$ cat src/rtl/aes_spi_slave_port_if.sv
// SPI bus between a shared-clock SPI master and one AES slave port.
// The master drives select and data in; the slave drives data out.
interface aes_spi_slave_port_if;
  logic cs_n;
  logic mosi;
  logic miso;

  modport master (output cs_n, output mosi, input miso);
  modport slave  (input cs_n, input mosi, output miso);
endinterface

$ cat src/rtl/aes_spi_slave_port.sv
// SPI slave front-end for an AES core: receives one frame, releases the core,
// captures its result and serialises it back LSB first on the next select frame.
module aes_spi_slave_port #(
  parameter int WIDTH = 128,
  parameter int CNT_W = 9
) (
  input  logic               clk,
  input  logic               reset,
  aes_spi_slave_port_if.slave spi,
  output logic [WIDTH-1:0]   rx_data,
  output logic               core_reset,
  input  logic               core_done,
  input  logic [WIDTH-1:0]   core_result,
  output logic               result_ready,
  output logic               frame_err
);

  localparam int IDX_W = $clog2(WIDTH);
  localparam logic [CNT_W-1:0] WIDTH_C = CNT_W'(WIDTH);

  typedef enum logic [2:0] {IDLE, RX, RUN, READY, TX} state_t;

  state_t             state_reg, state_next;
  logic [CNT_W-1:0]   cnt_reg;
  logic [WIDTH-1:0]   rx_data_reg;
  logic [WIDTH-1:0]   tx_shift_reg;
  logic [WIDTH-1:0]   tx_saved_reg;
  logic               core_reset_reg;
  logic               result_ready_reg;
  logic               frame_err_reg;

  logic               sel;
  logic               rx_wr;
  logic [CNT_W-1:0]   wr_idx;
  logic               cnt_full;

  assign sel      = ~spi.cs_n;
  assign cnt_full = (cnt_reg >= WIDTH_C);
  // A new frame always starts at bit 0, whatever the counter holds from before.
  assign wr_idx   = (state_reg == IDLE) ? '0 : cnt_reg;
  assign rx_wr    = sel && ((state_reg == IDLE) || (state_reg == RX && !cnt_full));

  // State register
  always_ff @(posedge clk or posedge reset) begin
    if (reset) state_reg <= IDLE;
    else       state_reg <= state_next;
  end

  // Next-state logic
  always_comb begin
    state_next = state_reg;
    case (state_reg)
      IDLE:    if (sel)       state_next = RX;
      RX:      if (!sel)      state_next = (cnt_reg == WIDTH_C) ? RUN : IDLE;
      RUN:     if (core_done) state_next = READY;
      READY:   if (sel)       state_next = TX;
      TX:      if (!sel)      state_next = cnt_full ? IDLE : READY;
      default:                state_next = IDLE;
    endcase
  end

  // Output logic: miso only carries data while a result frame is selected
  always_comb begin
    spi.miso = 1'b0;
    if ((state_reg == READY || state_reg == TX) && sel)
      spi.miso = tx_shift_reg[0];
  end

  // Receive register, written in place one bit per selected cycle
  always_ff @(posedge clk or posedge reset) begin
    if (reset)      rx_data_reg <= '0;
    else if (rx_wr) rx_data_reg[wr_idx[IDX_W-1:0]] <= spi.mosi;
  end

  // Counter, shift register and status flags
  always_ff @(posedge clk or posedge reset) begin
    if (reset) begin
      cnt_reg          <= '0;
      tx_shift_reg     <= '0;
      tx_saved_reg     <= '0;
      core_reset_reg   <= 1'b1;
      result_ready_reg <= 1'b0;
      frame_err_reg    <= 1'b0;
    end else begin
      case (state_reg)
        IDLE: if (sel) cnt_reg <= CNT_W'(1);
        RX: begin
          if (sel) begin
            if (!cnt_full) cnt_reg <= cnt_reg + 1'b1;
          end else if (cnt_reg == WIDTH_C) begin
            frame_err_reg  <= 1'b0;
            core_reset_reg <= 1'b0;
          end else begin
            frame_err_reg  <= 1'b1;
          end
        end
        RUN: if (core_done) begin
          tx_shift_reg     <= core_result;
          tx_saved_reg     <= core_result;
          result_ready_reg <= 1'b1;
          cnt_reg          <= '0;
        end
        READY, TX: begin
          if (sel) begin
            tx_shift_reg <= tx_shift_reg >> 1;
            // Saturate so an over-long read still counts as complete
            if (!cnt_full) cnt_reg <= cnt_reg + 1'b1;
          end else if (state_reg == TX) begin
            if (cnt_full) begin
              result_ready_reg <= 1'b0;
              core_reset_reg   <= 1'b1;
            end else begin
              cnt_reg      <= '0;
              tx_shift_reg <= tx_saved_reg;
            end
          end
        end
        default: ;
      endcase
    end
  end

  assign rx_data      = rx_data_reg;
  assign core_reset   = core_reset_reg;
  assign result_ready = result_ready_reg;
  assign frame_err    = frame_err_reg;

endmodule

$ cat src/flat_wrapper.sv
// flat-port wrapper written by rule: the top's interface ports become plain ports
module aes_spi_slave_port_flat 
#(
  parameter int WIDTH = 128,
  parameter int CNT_W = 9
)
  (clk, reset, rx_data, core_reset, core_done, core_result, result_ready, frame_err, spi_cs_n, spi_mosi, spi_miso);
  aes_spi_slave_port_if spi_i ();
  input  logic clk;
  input  logic reset;
  output logic [WIDTH-1:0] rx_data;
  output logic core_reset;
  input  logic core_done;
  input  logic [WIDTH-1:0] core_result;
  output logic result_ready;
  output logic frame_err;
  input wire logic [$bits(spi_i.cs_n)-1:0] spi_cs_n;
  input wire logic [$bits(spi_i.mosi)-1:0] spi_mosi;
  output wire logic [$bits(spi_i.miso)-1:0] spi_miso;
  assign spi_i.cs_n = spi_cs_n;
  assign spi_i.mosi = spi_mosi;
  assign spi_miso = spi_i.miso;
  aes_spi_slave_port #(.WIDTH(WIDTH), .CNT_W(CNT_W)) u_core (.clk(clk), .reset(reset), .spi(spi_i), .rx_data(rx_data), .core_reset(core_reset), .core_done(core_done), .core_result(core_result), .result_ready(result_ready), .frame_err(frame_err));
endmodule
$ cat config.mk
export PLATFORM = sky130hd
export DESIGN_NAME = aes_spi_slave_port_flat
export DESIGN_NICKNAME = d
export VERILOG_FILES = /design/src/rtl/aes_spi_slave_port_if.sv /design/src/rtl/aes_spi_slave_port.sv /design/src/flat_wrapper.sv
export SDC_FILE = /design/constraint.sdc
export NUM_CORES = 1
export LEC_CHECK = 0
export ABC_AREA = 1
export BUFFER_PORTS_ARGS = -buffer_cell sky130_fd_sc_hd__buf_4
export CAP_MARGIN = 10
export CORE_MARGIN = 4
export CORE_UTILIZATION = 60
export DETAILED_ROUTE_END_ITERATION = 6
export PLACE_DENSITY_LB_ADDON = 0.05
export SYNTH_ARGS = -nofsm -noshare
export SYNTH_HDL_FRONTEND = slang
export SYNTH_SLANG_ARGS = --single-unit
$ cat constraint.sdc
create_clock -name clk -period 21.1 [get_ports clk]
set_input_delay 4.22 -clock clk [delete_from_list [all_inputs] [get_ports clk]]
set_output_delay 4.22 -clock clk [all_outputs]
set_load 0.01 [all_outputs]
==> impl_metrics.csv <==
group,metric,value,unit
layout,fill_cells,2440,
layout,layout.nets,2671,
grt,overflow,0,
worst_hold_path,hold_class,"flip-flop to flip-flop",
floorplanning,num_rows,64,
logic_synthesis,ys_types,29,
floorplanning,die_w,186,um
worst_setup_path,cp.arrival,5.75,ns
sta,tns,0,ns
flow_run,maxCapViolCount,0,
sta,setup_viol,0,
clock_network,clk_latency,0.54,ns
pwr,power_density,116,nW/um^2
layout,final_core_util,0.725,
clock_network,cts.clk_slew.worst_paths,0.06,ns
detailed_routing,drc_errors,0,
logic_synthesis,syn_area,19100,sq um
placement,dp_hpwl,30500,um
floorplanning,start_util,0.615,
outcome,status,"complete, no violations",
clock_network,cts_buffer_depth,3,
layout,area_delta_synth_final,18.0,%
sta,rsz0062_at_grt,"false",
sta,fmax,100,MHz
clock_network,cts_resized,0,
clock_network,cts.sinks,399,
clock_network,post_cts_buffers,0,
detailed_routing,via_count,17600,
logic_synthesis,ys.flop_type,"dfrtp_1",
grt,grt.total_usage,0.299,
detailed_routing,wl,52700,um
pwr,p_sw,896,uW
layout,final_cell_mix,"695 x nand2_1, 649 x nand3_1, 398 x dfrtp_1",
logic_synthesis,synth_fp_nets,2523,
grt,grt_max_degree,179,
pwr,p_sw_frac,0.342,
layout,drive_gt1_frac,0.164,
detailed_routing,drtAntennaViolNets,0,
floorplanning,core,31000,sq um
logic_synthesis,async_reset_ff_frac,1.00,
placement,globalplace.congestion,0.852,
grt,grt_pass1_wl,85500,um
detailed_routing,vias_per_cell,5.96,
pwr,p_clk_frac,0.304,
floorplanning,die_h,186,um
grt,grt_pass1_vias,16900,
worst_setup_path,start_kind,"primary input",
layout,instances_no_fill,2963,
worst_setup_path,critPathSlowestCell,"buf_4",
layout,regArea,9990,sq um
clock_network,cts_hold_buf,0,
logic_synthesis,yosysTopAreaCell,"dfrtp_1",
clock_network,numCtsBuffers,42,
logic_synthesis,synth-seq-cells,399,
sta,tightest_slew,1.17,ns
detailed_routing,drt_iter0_markers,2142,
sta,finalCriticalPeriod,9.97,ns
pwr,intPower,1.72,mW
sta,finClkSkew,0.0208,ns
layout,multi_input_area,7860,sq um
floorplanning,ios,265,
clock_network,htree_levels,2,
worst_setup_path,critPathMaxFanout,44,
pwr,p_seq_frac,0.432,
detailed_routing,routedWlPerCell,17.8,um
worst_setup_path,path_common_cell,"buf_4",
worst_setup_path,crit_path_end_kind,"primary output",
placement,io_buffer_count,264,
sta,hold_viol,0,
logic_synthesis,synth_warnings,0,
worst_setup_path,worstSetupPathType,"primary input to primary output",
sta,maxSlewViolCount,0,
logic_synthesis,seq_area_frac_synth,0.524,
logic_synthesis,synthDominantCellAreaShare,0.523,
placement,placed_cells,2888,
layout,n_antenna_cell,0,
worst_setup_path,crit_path_cell_trace,"buf_4, inv_2, nand3_1, nand2_4, inv_1, nor2_1, buf_4",
logic_synthesis,avgSynthCellArea,7.98,sq um
floorplanning,dieArea,34700,sq um
logic_synthesis,syn_inst,2388,
pwr,ir_drop,0.0000743,V
layout,mostFrequentLayoutCell,"nand2_1",
sta,slew_headroom,0.220,
sta,holdWs,0.463,ns
pwr,power.leakage,11.4,nW
logic_synthesis,synth.area.top_cells,"dfrtp_1 52%, nand3_1 17%, nand2_1 14%, o21ai_1 2.9%, o21ai_0 2.9%",
pwr,p_comb_frac,0.264,
worst_setup_path,cpPeakStageDelay,0.42,ns
grt,grt_antenna_before_repair,0,
detailed_routing,dr.pass1.iters,6,
logic_synthesis,synth_edf_count,0,
clock_network,cts_root_buffer,"clkbuf_16",
worst_setup_path,crit_required,16.88,ns
clock_network,cts_tree,"built",
sta,fin_crit_sh,0.473,
cell usage after synthesis (3+ instances only):
cell type  count
nand4_1       20
nor2_1        20
clkbuf_1      79
dfrtp_1      398
nand3_1      651
a21oi_1        3
inv_2         13
o21ai_0      110
buf_1         24
nand2_1      698
xor2_1         5
nor3_2         3
mux2_2        27
inv_1        123
o21ai_1      111
buf_4          4
nor2_2        14
buf_2         71
layer usage:
layer / vias to the layer above / part of all wire / global-route usage
met4: 0 / 0.025 / 0.0953
met5: - / 0 / 0
met3: 100 / 0.091 / 0.0554
met1: 8557 / 0.41 / 0.428
met2: 789 / 0.47 / 0.471
li1: 8199 / - / -
metrics by stage:
| stage | power, mW | worst slack [ns] | cell area, sq um |
|---|---|---|---|
| 6_report | 2.62 | 11.13 | 22500 |
| 2_1_floorplan | 1.63 | 5.79 | 19100 |
| 3_3_place_gp | 1.79 | 11.19 | 21000 |
| 4_1_cts | 2.62 | 11.13 | 22500 |
| 3_5_place_dp | 1.82 | 11.14 | 21000 |
| 5_1_grt | 2.78 | 11.01 | 22500 |
logic make-up (layout without fill, tap and decap cells):
group,Yosys count,count (layout),share of synthesized area
adder cells (fa/ha/maj),2,2,0.00131
buffers and inverters,314,493,0.0673
XOR/XNOR,5,5,0.00230
multiplexers,27,27,0.0160
AND/OR/NAND/NOR,1412,1412,0.328
flip-flops,399,399,0.524
AO/OA/AOI/OAI,229,229,0.0614
power groups by stage:
stage / Clock [mW] / Combinational (mW) / Sequential (mW)
3_3_place_gp: 0 / 0.661 / 1.13
5_1_grt: 0.840 / 0.787 / 1.16
3_5_place_dp: 0 / 0.687 / 1.14
6_report: 0.795 / 0.690 / 1.13
4_1_cts: 0.802 / 0.692 / 1.13
2_1_floorplan: 0 / 0.528 / 1.11
path summary, 6_finish.rpt:
| path | start | to | slack (ns) | cells past startpoint |
|---|---|---|---|---|
| worst max-delay path | spi_cs_n | spi_miso | 11.13 | 7 |
| worst min-delay path | u_core.core_reset$_DFFE_PP1P_ | u_core.core_reset$_DFFE_PP1P_ | 0.46 | 2 |
| worst min register to register | u_core.core_reset$_DFFE_PP1P_ | u_core.core_reset$_DFFE_PP1P_ | 0.46 | 2 |
| min in group asynchronous | reset | u_core.tx_saved_reg[107]$_DFFE_PP0P_ | 3.90 | 2 |
| worst max register to register | u_core.state_reg[0]$_DFFE_PP0P_ | u_core.state_reg[0]$_DFFE_PP0P_ | 16.98 | 8 |
| max in group asynchronous | reset | u_core.tx_saved_reg[64]$_DFFE_PP0P_ | 15.52 | 3 |
worst max-delay path: cells and delay by family:
family | cells | cell delay, ns
AND/OR/NAND/NOR | 3 | 0.57
buffers and inverters | 4 | 0.92
final cells by class:
class / instances / area share
multi-input cells: 1675 / 0.350
repair buffers: 282 / 0.0948
well taps: 396 / 0.0220
clock inverters: 13 / 0.00974
flip-flops and latches: 399 / 0.444
inverters: 136 / 0.0232
clock buffers: 62 / 0.0564
Power figures use the tool's default switching activity.
